`config.mk`:
```
export PLATFORM = sky130hd
export DESIGN_NAME = signal_sched
export DESIGN_NICKNAME = d
export VERILOG_FILES = /design/src/rtl/signal_sched_pkg.sv /design/src/rtl/rot_shift_reg.sv /design/src/rtl/signal_sched.sv
export SDC_FILE = /design/constraint.sdc
export NUM_CORES = 1
export LEC_CHECK = 0
export CORE_MARGIN = 2
export CORE_UTILIZATION = 45
export CTS_CLUSTER_DIAMETER = 150
export DETAILED_ROUTE_END_ITERATION = 8
export GPL_ROUTABILITY_DRIVEN = 0
export PLACE_DENSITY = 0.8
export SLEW_MARGIN = 0
export SYNTH_ARGS = -nofsm -noshare
export SYNTH_HDL_FRONTEND = slang
export SYNTH_SLANG_ARGS = --single-unit
```
`constraint.sdc`:
```
create_clock -name clk -period 2.6 [get_ports clk]
set_clock_uncertainty 0.15 [all_clocks]
set_input_delay 0.78 -clock clk [delete_from_list [all_inputs] [get_ports clk]]
set_output_delay 0.78 -clock clk [all_outputs]
set_load 0.03 [all_outputs]
```
`src/rtl/signal_sched_pkg.sv`:
```
// signal_sched_pkg
// Shared types and defaults for the signal_sched round-robin pattern scheduler.
//   state_t               : scheduler FSM states
//   DEFAULT_RESET_PATTERN : rotating-register contents after reset
package signal_sched_pkg;

  typedef enum logic [1:0] {
    IDLE = 2'd0,
    LOAD = 2'd1,
    PLAY = 2'd2,
    DONE = 2'd3
  } state_t;

  localparam logic [5:0] DEFAULT_RESET_PATTERN = 6'b110011;

endpackage : signal_sched_pkg

```
`src/rtl/rot_shift_reg.sv`:
```
// rot_shift_reg
// Rotating pattern register; rotates left so the MSB is presented first and
// wraps around into the LSB.
// Ports:
//   clk   : rising-edge clock
//   rst_n : asynchronous active-low reset, loads RESET_PATTERN
//   load  : parallel load of d (has priority over en)
//   en    : rotate left by one bit
//   d     : parallel load data
//   q_msb : current register MSB
module rot_shift_reg #(
  parameter int                    DATA_WIDTH    = 6,
  parameter logic [DATA_WIDTH-1:0] RESET_PATTERN = '0
) (
  input  logic                  clk,
  input  logic                  rst_n,
  input  logic                  load,
  input  logic                  en,
  input  logic [DATA_WIDTH-1:0] d,
  output logic                  q_msb
);

  logic [DATA_WIDTH-1:0] q;

  always_ff @(posedge clk or negedge rst_n) begin
    if (!rst_n) begin
      q <= RESET_PATTERN;
    end else if (load) begin
      q <= d;
    end else if (en) begin
      q <= {q[DATA_WIDTH-2:0], q[DATA_WIDTH-1]};
    end
  end

  assign q_msb = q[DATA_WIDTH-1];

endmodule : rot_shift_reg

```
`src/rtl/signal_sched.sv`:
```
// signal_sched
// Round-robin scheduler sharing one rotating serial-pattern generator among
// NUM_REQ clients. The granted pattern plays MSB-first for reps+1 rotations.
// Ports:
//   clk, rst_n : clock, asynchronous active-low reset
//   req        : per-client request (level, held until gnt)
//   pattern    : client i pattern at [i*DATA_WIDTH +: DATA_WIDTH]
//   reps       : client i repeat count at [i*REP_WIDTH +: REP_WIDTH]
//   gnt        : registered one-hot grant
//   out        : serial bit (0 when out_valid is low)
//   out_valid  : out carries pattern data
//   busy       : scheduler is in LOAD, PLAY or DONE
//   done       : one-cycle pulse at end of playout
module signal_sched
  import signal_sched_pkg::*;
#(
  parameter int                    DATA_WIDTH    = 6,
  parameter int                    NUM_REQ       = 4,
  parameter int                    REP_WIDTH     = 4,
  parameter logic [DATA_WIDTH-1:0] RESET_PATTERN = DATA_WIDTH'(DEFAULT_RESET_PATTERN)
) (
  input  logic                            clk,
  input  logic                            rst_n,
  input  logic [NUM_REQ-1:0]              req,
  input  logic [NUM_REQ*DATA_WIDTH-1:0]   pattern,
  input  logic [NUM_REQ*REP_WIDTH-1:0]    reps,
  output logic [NUM_REQ-1:0]              gnt,
  output logic                            out,
  output logic                            out_valid,
  output logic                            busy,
  output logic                            done
);

  localparam int IDX_W = (NUM_REQ > 1) ? $clog2(NUM_REQ) : 1;
  localparam int BW    = (DATA_WIDTH > 1) ? $clog2(DATA_WIDTH) : 1;

  state_t                state_q, state_d;
  logic [IDX_W-1:0]      winner, last, pick;
  logic                  found;
  logic [BW-1:0]         bit_cnt;
  logic [REP_WIDTH-1:0]  rep_cnt;
  logic                  last_bit;
  logic                  q_msb;
  logic [DATA_WIDTH-1:0] pat_arr [NUM_REQ];
  logic [REP_WIDTH-1:0]  rep_arr [NUM_REQ];

  // Unpack the flat client buses so the winner can index them directly.
  always_comb begin
    for (int i = 0; i < NUM_REQ; i++) begin
      pat_arr[i] = pattern[i*DATA_WIDTH +: DATA_WIDTH];
      rep_arr[i] = reps[i*REP_WIDTH +: REP_WIDTH];
    end
  end

  // Round-robin pick: first requester above last, else wrap to the lowest.
  always_comb begin
    found = 1'b0;
    pick  = '0;
    for (int i = 0; i < NUM_REQ; i++) begin
      if (!found && req[i] && (i > int'(last))) begin
        found = 1'b1;
        pick  = IDX_W'(i);
      end
    end
    for (int i = 0; i < NUM_REQ; i++) begin
      if (!found && req[i] && (i <= int'(last))) begin
        found = 1'b1;
        pick  = IDX_W'(i);
      end
    end
  end

  assign last_bit = (bit_cnt == BW'(DATA_WIDTH - 1));

  // State register.
  always_ff @(posedge clk or negedge rst_n) begin
    if (!rst_n) begin
      state_q <= IDLE;
    end else begin
      state_q <= state_d;
    end
  end

  // Next-state logic; the playout ends only after the final rotation.
  always_comb begin
    state_d = state_q;
    case (state_q)
      IDLE: if (found) state_d = LOAD;
      LOAD: state_d = PLAY;
      PLAY: if (last_bit && (rep_cnt == '0)) state_d = DONE;
      DONE: state_d = IDLE;
      default: state_d = IDLE;
    endcase
  end

  // Grant, arbitration history and playout counters.
  always_ff @(posedge clk or negedge rst_n) begin
    if (!rst_n) begin
      gnt     <= '0;
      winner  <= '0;
      last    <= IDX_W'(NUM_REQ - 1);
      bit_cnt <= '0;
      rep_cnt <= '0;
    end else begin
      case (state_q)
        IDLE: begin
          if (found) begin
            winner <= pick;
            gnt    <= NUM_REQ'(1) << pick;
          end
        end
        LOAD: begin
          bit_cnt <= '0;
          rep_cnt <= rep_arr[winner];
        end
        PLAY: begin
          if (last_bit) begin
            bit_cnt <= '0;
            if (rep_cnt != '0) rep_cnt <= rep_cnt - REP_WIDTH'(1);
          end else begin
            bit_cnt <= bit_cnt + BW'(1);
          end
        end
        DONE: begin
          last <= winner;
          gnt  <= '0;
        end
        default: ;
      endcase
    end
  end

  rot_shift_reg #(
    .DATA_WIDTH    (DATA_WIDTH),
    .RESET_PATTERN (RESET_PATTERN)
  ) u_rot (
    .clk   (clk),
    .rst_n (rst_n),
    .load  (state_q == LOAD),
    .en    (state_q == PLAY),
    .d     (pat_arr[winner]),
    .q_msb (q_msb)
  );

  // Outputs decode straight from registered state.
  assign out_valid = (state_q == PLAY);
  assign out       = out_valid & q_msb;
  assign busy      = (state_q != IDLE);
  assign done      = (state_q == DONE);

endmodule : signal_sched

```
## Yosys cells after proc, flatten, opt, wreduce, memory -nomap -nowiden

Index checks and enable logic that the tools add are counted.

| word-level totals | value |
|---|---|
| bits in registers | 23 |
| output and inout bits | 8 |

| operators by class | value |
|---|---|
| shifts and indexed selects | 1 |
| add/sub/neg operators | 2 |
| equality and inequality tests | 8 |
| reduce and logical (&&, ||, !) cells | 29 |
| mux-type cells | 32 |
| magnitude comparators | 7 |
| bitwise logic cells | 2 |

Operators by type and width:

| operator | number |
|---|---|
| $mux 6 | 4 |
| $mux 4 | 5 |
| $mux 2 | 8 |
| $pmux 4 s2 | 2 |
| $logic_and 1x1->1 | 13 |
| $bmux 6 s2 | 1 |
| $bmux 4 s2 | 1 |
| $mux 1 | 8 |
| $pmux 2 s4 | 1 |
| $logic_not 1->1 | 6 |
| $ne 2x1->1 const B | 3 |
| $pmux 3 s2 | 1 |
| $reduce_and 2->1 | 3 |
| $reduce_bool 2->1 | 3 |
| $eq 2x2->1 const B | 2 |
| $gt 2x2->1 const A | 2 |
| $le 2x2->1 const A | 2 |
| $logic_not 4->1 | 1 |
| $reduce_bool 4->1 | 1 |
| $shl 1x2->4 const A | 1 |
| $sub 4x1->4 const B | 1 |
| $add 3x1->3 const B | 1 |
| $eq 3x3->1 const B | 1 |
| $ge 3x3->1 const B | 1 |
| 9 further kinds | 9 |

## Longest topological paths before layout

| logic depth | value |
|---|---|
| word-level depth | 29 |
| depth in mapped cells | 7 |
| depth with buffers taken out | 6 |

## Modules after synthesis

From an unflattened synthesis, not the netlist that was laid out.

| second synthesis, totals | value |
|---|---|
| cell total of the unflattened synthesis | 148 |
| area, all modules | 1565.3 µm² |

Modules (own cells, without submodules):

| module | sequential area each (µm²) | cells each | area an instance (µm²) | times used |
|---|---|---|---|---|
| signal_sched | 427.9 | 122 | 1281.2 | 1 |
| rot_shift_reg | 155.1 | 26 | 284.0 | 1 |

## Worst setup path before layout

No wires, ideal clock.

| timing path | value |
|---|---|
| path type | flip-flop to output port |
| start point | reg state_q[0] |
| end point | out out |
| data arrival time | 1.515 ns |
| setup slack | 0.155 ns |
| stages on the path, launching flop included | 5 |
| data required time | 1.670 ns |
| cell sequence | dfrtp_1 -> inv_1 -> ha_1 -> clkbuf_1 -> and2_1 |

| between the ends | value |
|---|---|
| longest elaborated chain between the ends | 2 |

Ends and longest elaborated chain:

| what | line | source |
|---|---|---|
| start: declaration | signal_sched.sv:37 | `state_t state_q, state_d;` |
| start signal: assignment | signal_sched.sv:80 | `state_q <= state_d;` |
| $eq 2x2->1 | signal_sched.sv:146 | `assign out_valid = (state_q == PLAY);` |
| net out_valid | signal_sched.sv:29 | `output logic out_valid,` |
| $and 1x1->1 | signal_sched.sv:147 | `assign out = out_valid & q_msb;` |
| end: declaration | signal_sched.sv:28 | `output logic out,` |

The timed path passes the listed nets, and every way through them passes these cells.

## Worst setup path after layout

| timing path | value |
|---|---|
| start point | reg state_q[0] |
| end point | out out_valid |

| between the ends | value |
|---|---|
| longest elaborated chain between the ends | 1 |

Ends and longest elaborated chain:

| what | line |
|---|---|
| $eq 2x2->1 | signal_sched.sv:146 |
| end: declaration | signal_sched.sv:29 |

No other way between the ends.

==> run metrics <==
Area Overhead vs Synth=38.11%; die extent in y=62.93 µm; most frequent cells in the layout=clkdlybuf4s50_1 (49), dfrtp_1 (17), o21ai_0 (13); MaxCap Viol Count=0; post-synth top area share=27.22%; routed len/inst=17.20 µm; GR Overflow Total=0; vias in the first global route=1,459; pwr/cell area=1059 nW/µm²; setup repair bufs after CTS=0; hold crit path type=reg2reg; CTS clock-pin slew for the worst setup and hold paths=140 ps; period utilization=94.31%; Yosys cell types=42; vias per std cell=5.674; Final Cell Area=2158 µm²; area of the multi-input gates=903.4 µm²; clk sink count=23; # diodes=0; CP Class=reg2out; WHS Endpoint=u_rot.q[0]$_DFFE_PN1P_; syn avg cell area=10.85 µm²; Placed Area=2131 µm²; fraction of the yosys area taken by sequential cells=37.31%; routed wire length=4.163 mm; measured slew at the worst slew-check pin=823.4 ps; placed insts=238; RSZ-0062 raised after global routing=no; worst skew pair latency=320 ps; drc violations=0; Startpoint Class=register; first-pass GRT wire length=7.003 mm; worst hold slack=371.6 ps; CTS tree=yes; Hold Path Depth=2; Max Freq=407.8 MHz; Yosys reg bits=23; endpoints failing hold=0; Max Slew Vio Count=0; Worst Path Arrival=1520 ps; fillers=270; commonest non-fill, non-tap cell in the layout=clkdlybuf4s50_1; most used cell, CP=buf_4; Detailed Route Iter0 Violations=44; drt pass-1 iters=4; Leak Pwr=0.0008891 µW; vias=1,373; Async SR Flop Fraction=100.0%; Reg2Reg Setup Slack=510 ps; H-tree Lvls=1; Synth Instances=144; Yosys warnings=0; initial antenna violation count=0; max incr delay on CP=450 ps; R2R depth=5; hold_sp=u_rot.q[0]$_DFFE_PN1P_; layout cells sized above 1=22.96%; synth top area cells=dfrtp_1 (27%), mux4_2 (14%), dfstp_2 (10%), ha_1 (5.6%), mux2i_1 (4.5%); dpl hpwl=3.245 mm; Slowest cell on crit path=dfrtp_1; RR Startpoint=state_q[0]$_DFFE_PN0P_; die area=3960 µm²; CP Max Fanout=8; CTS buffer count=3; register area=583.1 µm²; IO Pins=54; cell row count=21; maximum vdd drop=0.6796 mV; Clock Tree Buf Depth=2; initial core utilization=46.83%; clock root buffer=clkbuf_4; number of nets in the layout=250; number of flops mapped to enable cells by yosys=0; final-report setup violation count=0; R2R Path End=rep_cnt[2]$_DFFE_PN0P_; Synth Cell Area=1563 µm²; Die X=62.93 µm; CP Cell Sequence=inv_1 > ha_2 > buf_4 > buf_4; synthesized net count=197; pin count of the biggest net entering global routing=29; outcome=complete, no violations; ys flop type=dfrtp_1; kind of end point of the critical path=output pin; port bufs=53; Fin Setup TNS=0 ps; Synth area leader=dfrtp_1; CP Data Required Time=1670 ps; Non-Filler Instances=242; Max-slew headroom=45.11%; min Tclk post-route=2452 ps; final antenna-violating net count=0; overall routing resource usage=22.92%; Core Box Area=3337 µm²
-- timing repair --
action / 4_1_cts / 5_1_grt
hold buffers: 0 / 0
resized for setup: 1 / 4
endpoints found under the setup margin: 1 / 3
-- how the worst max path moves through the flow --
| stage | cells past startpoint | slack [ps] | endpoint | start |
|---|---|---|---|---|
| 6_report | 4 | 150 | out_valid | state_q[0]$_DFFE_PN0P_ |
| 5_1_grt | 4 | 60 | out_valid | state_q[0]$_DFFE_PN0P_ |
| 4_1_cts | 2 | 0.6 | done | state_q[0]$_DFFE_PN0P_ |
| 3_5_place_dp | 5 | 10 | winner[0]$_DFFE_PN0P_ | req[3] |
| 3_3_place_gp | 5 | 190 | winner[0]$_DFFE_PN0P_ | req[3] |
| 2_1_floorplan | 4 | 160 | out | state_q[0]$_DFFE_PN0P_ |
-- synthesized netlist by cell type, drive strengths merged (2+ instances only) --
master / count
nor2: 11
dfrtp: 17
or2b: 2
buf: 3
nor3: 2
o22ai: 4
nand2b: 3
a21oi: 11
nand2: 5
mux2i: 7
clkbuf: 6
mux4: 10
a31oi: 2
dfstp: 6
ha: 7
o21ai: 15
mux2: 4
a41o: 2
inv: 9
-- cell families (layout without fill, tap and decap cells) --
kind of cell    Yosys count  in the layout  share of synthesized area [%]
compound gates           41             41                          17.05
simple gates             34             34                          13.21
flops                    23             23                          37.31
mux                      21             21                          21.78
buf+inv                  18             70                          5.044
fa+ha+maj                 7              7                          5.604
-- layout make-up --
type	instances	share of cell area [%]
multi-input cells	103	41.86
flip-flops and latches	23	27.01
inverters	9	1.565
clock inverters	1	0.2319
well taps	46	2.667
repair buffers	57	25.62
clock buffers	3	1.043
-- per-layer routing --
| layer | global-route usage [%] | share of wire, % |
|---|---|---|
| met2 | 40.96 | 52 |
| met5 | 0 | 0 |
| met3 | 3.063 | 4.1 |
| met1 | 26.36 | 40 |
| met4 | 12.22 | 3.3 |
-- worst max-delay path: cells and delay by family (launching register included) --
kind / cells / cell delay (ps)
DFF: 1 / 450
adders and majority gates: 1 / 280
buffers and inverters: 3 / 470
-- power by group --
| group | switching [µW] | total, µW | leakage [µW] | internal, µW |
|---|---|---|---|---|
| combinational | 692 | 1370 | 0.000600 | 675 |
| clock | 112 | 170 | 0.0000177 | 57.6 |
| sequential | 197 | 749 | 0.000272 | 552 |
| total | 1000 | 2290 | 0.000889 | 1280 |
-- through the flow --
stage               total power, µW  worst slack (ps)  utilization (%)
floorplan                      1711             155.1                -
global placement               2039             189.0            63.85
detailed placement             2123             12.49            63.85
CTS                            2297            0.6189            64.64
global route                   2476             63.08            64.68
finish                         2286             147.9            64.68
-- state kept, by name (all words and copies together), names as in the netlist --
name / cells
rep_cnt: 4
state_q: 2
last: 2
winner: 2
bit_cnt: 3
gnt: 4
u_rot.q: 6
No activity file was read; power rests on OpenSTA's default activity.
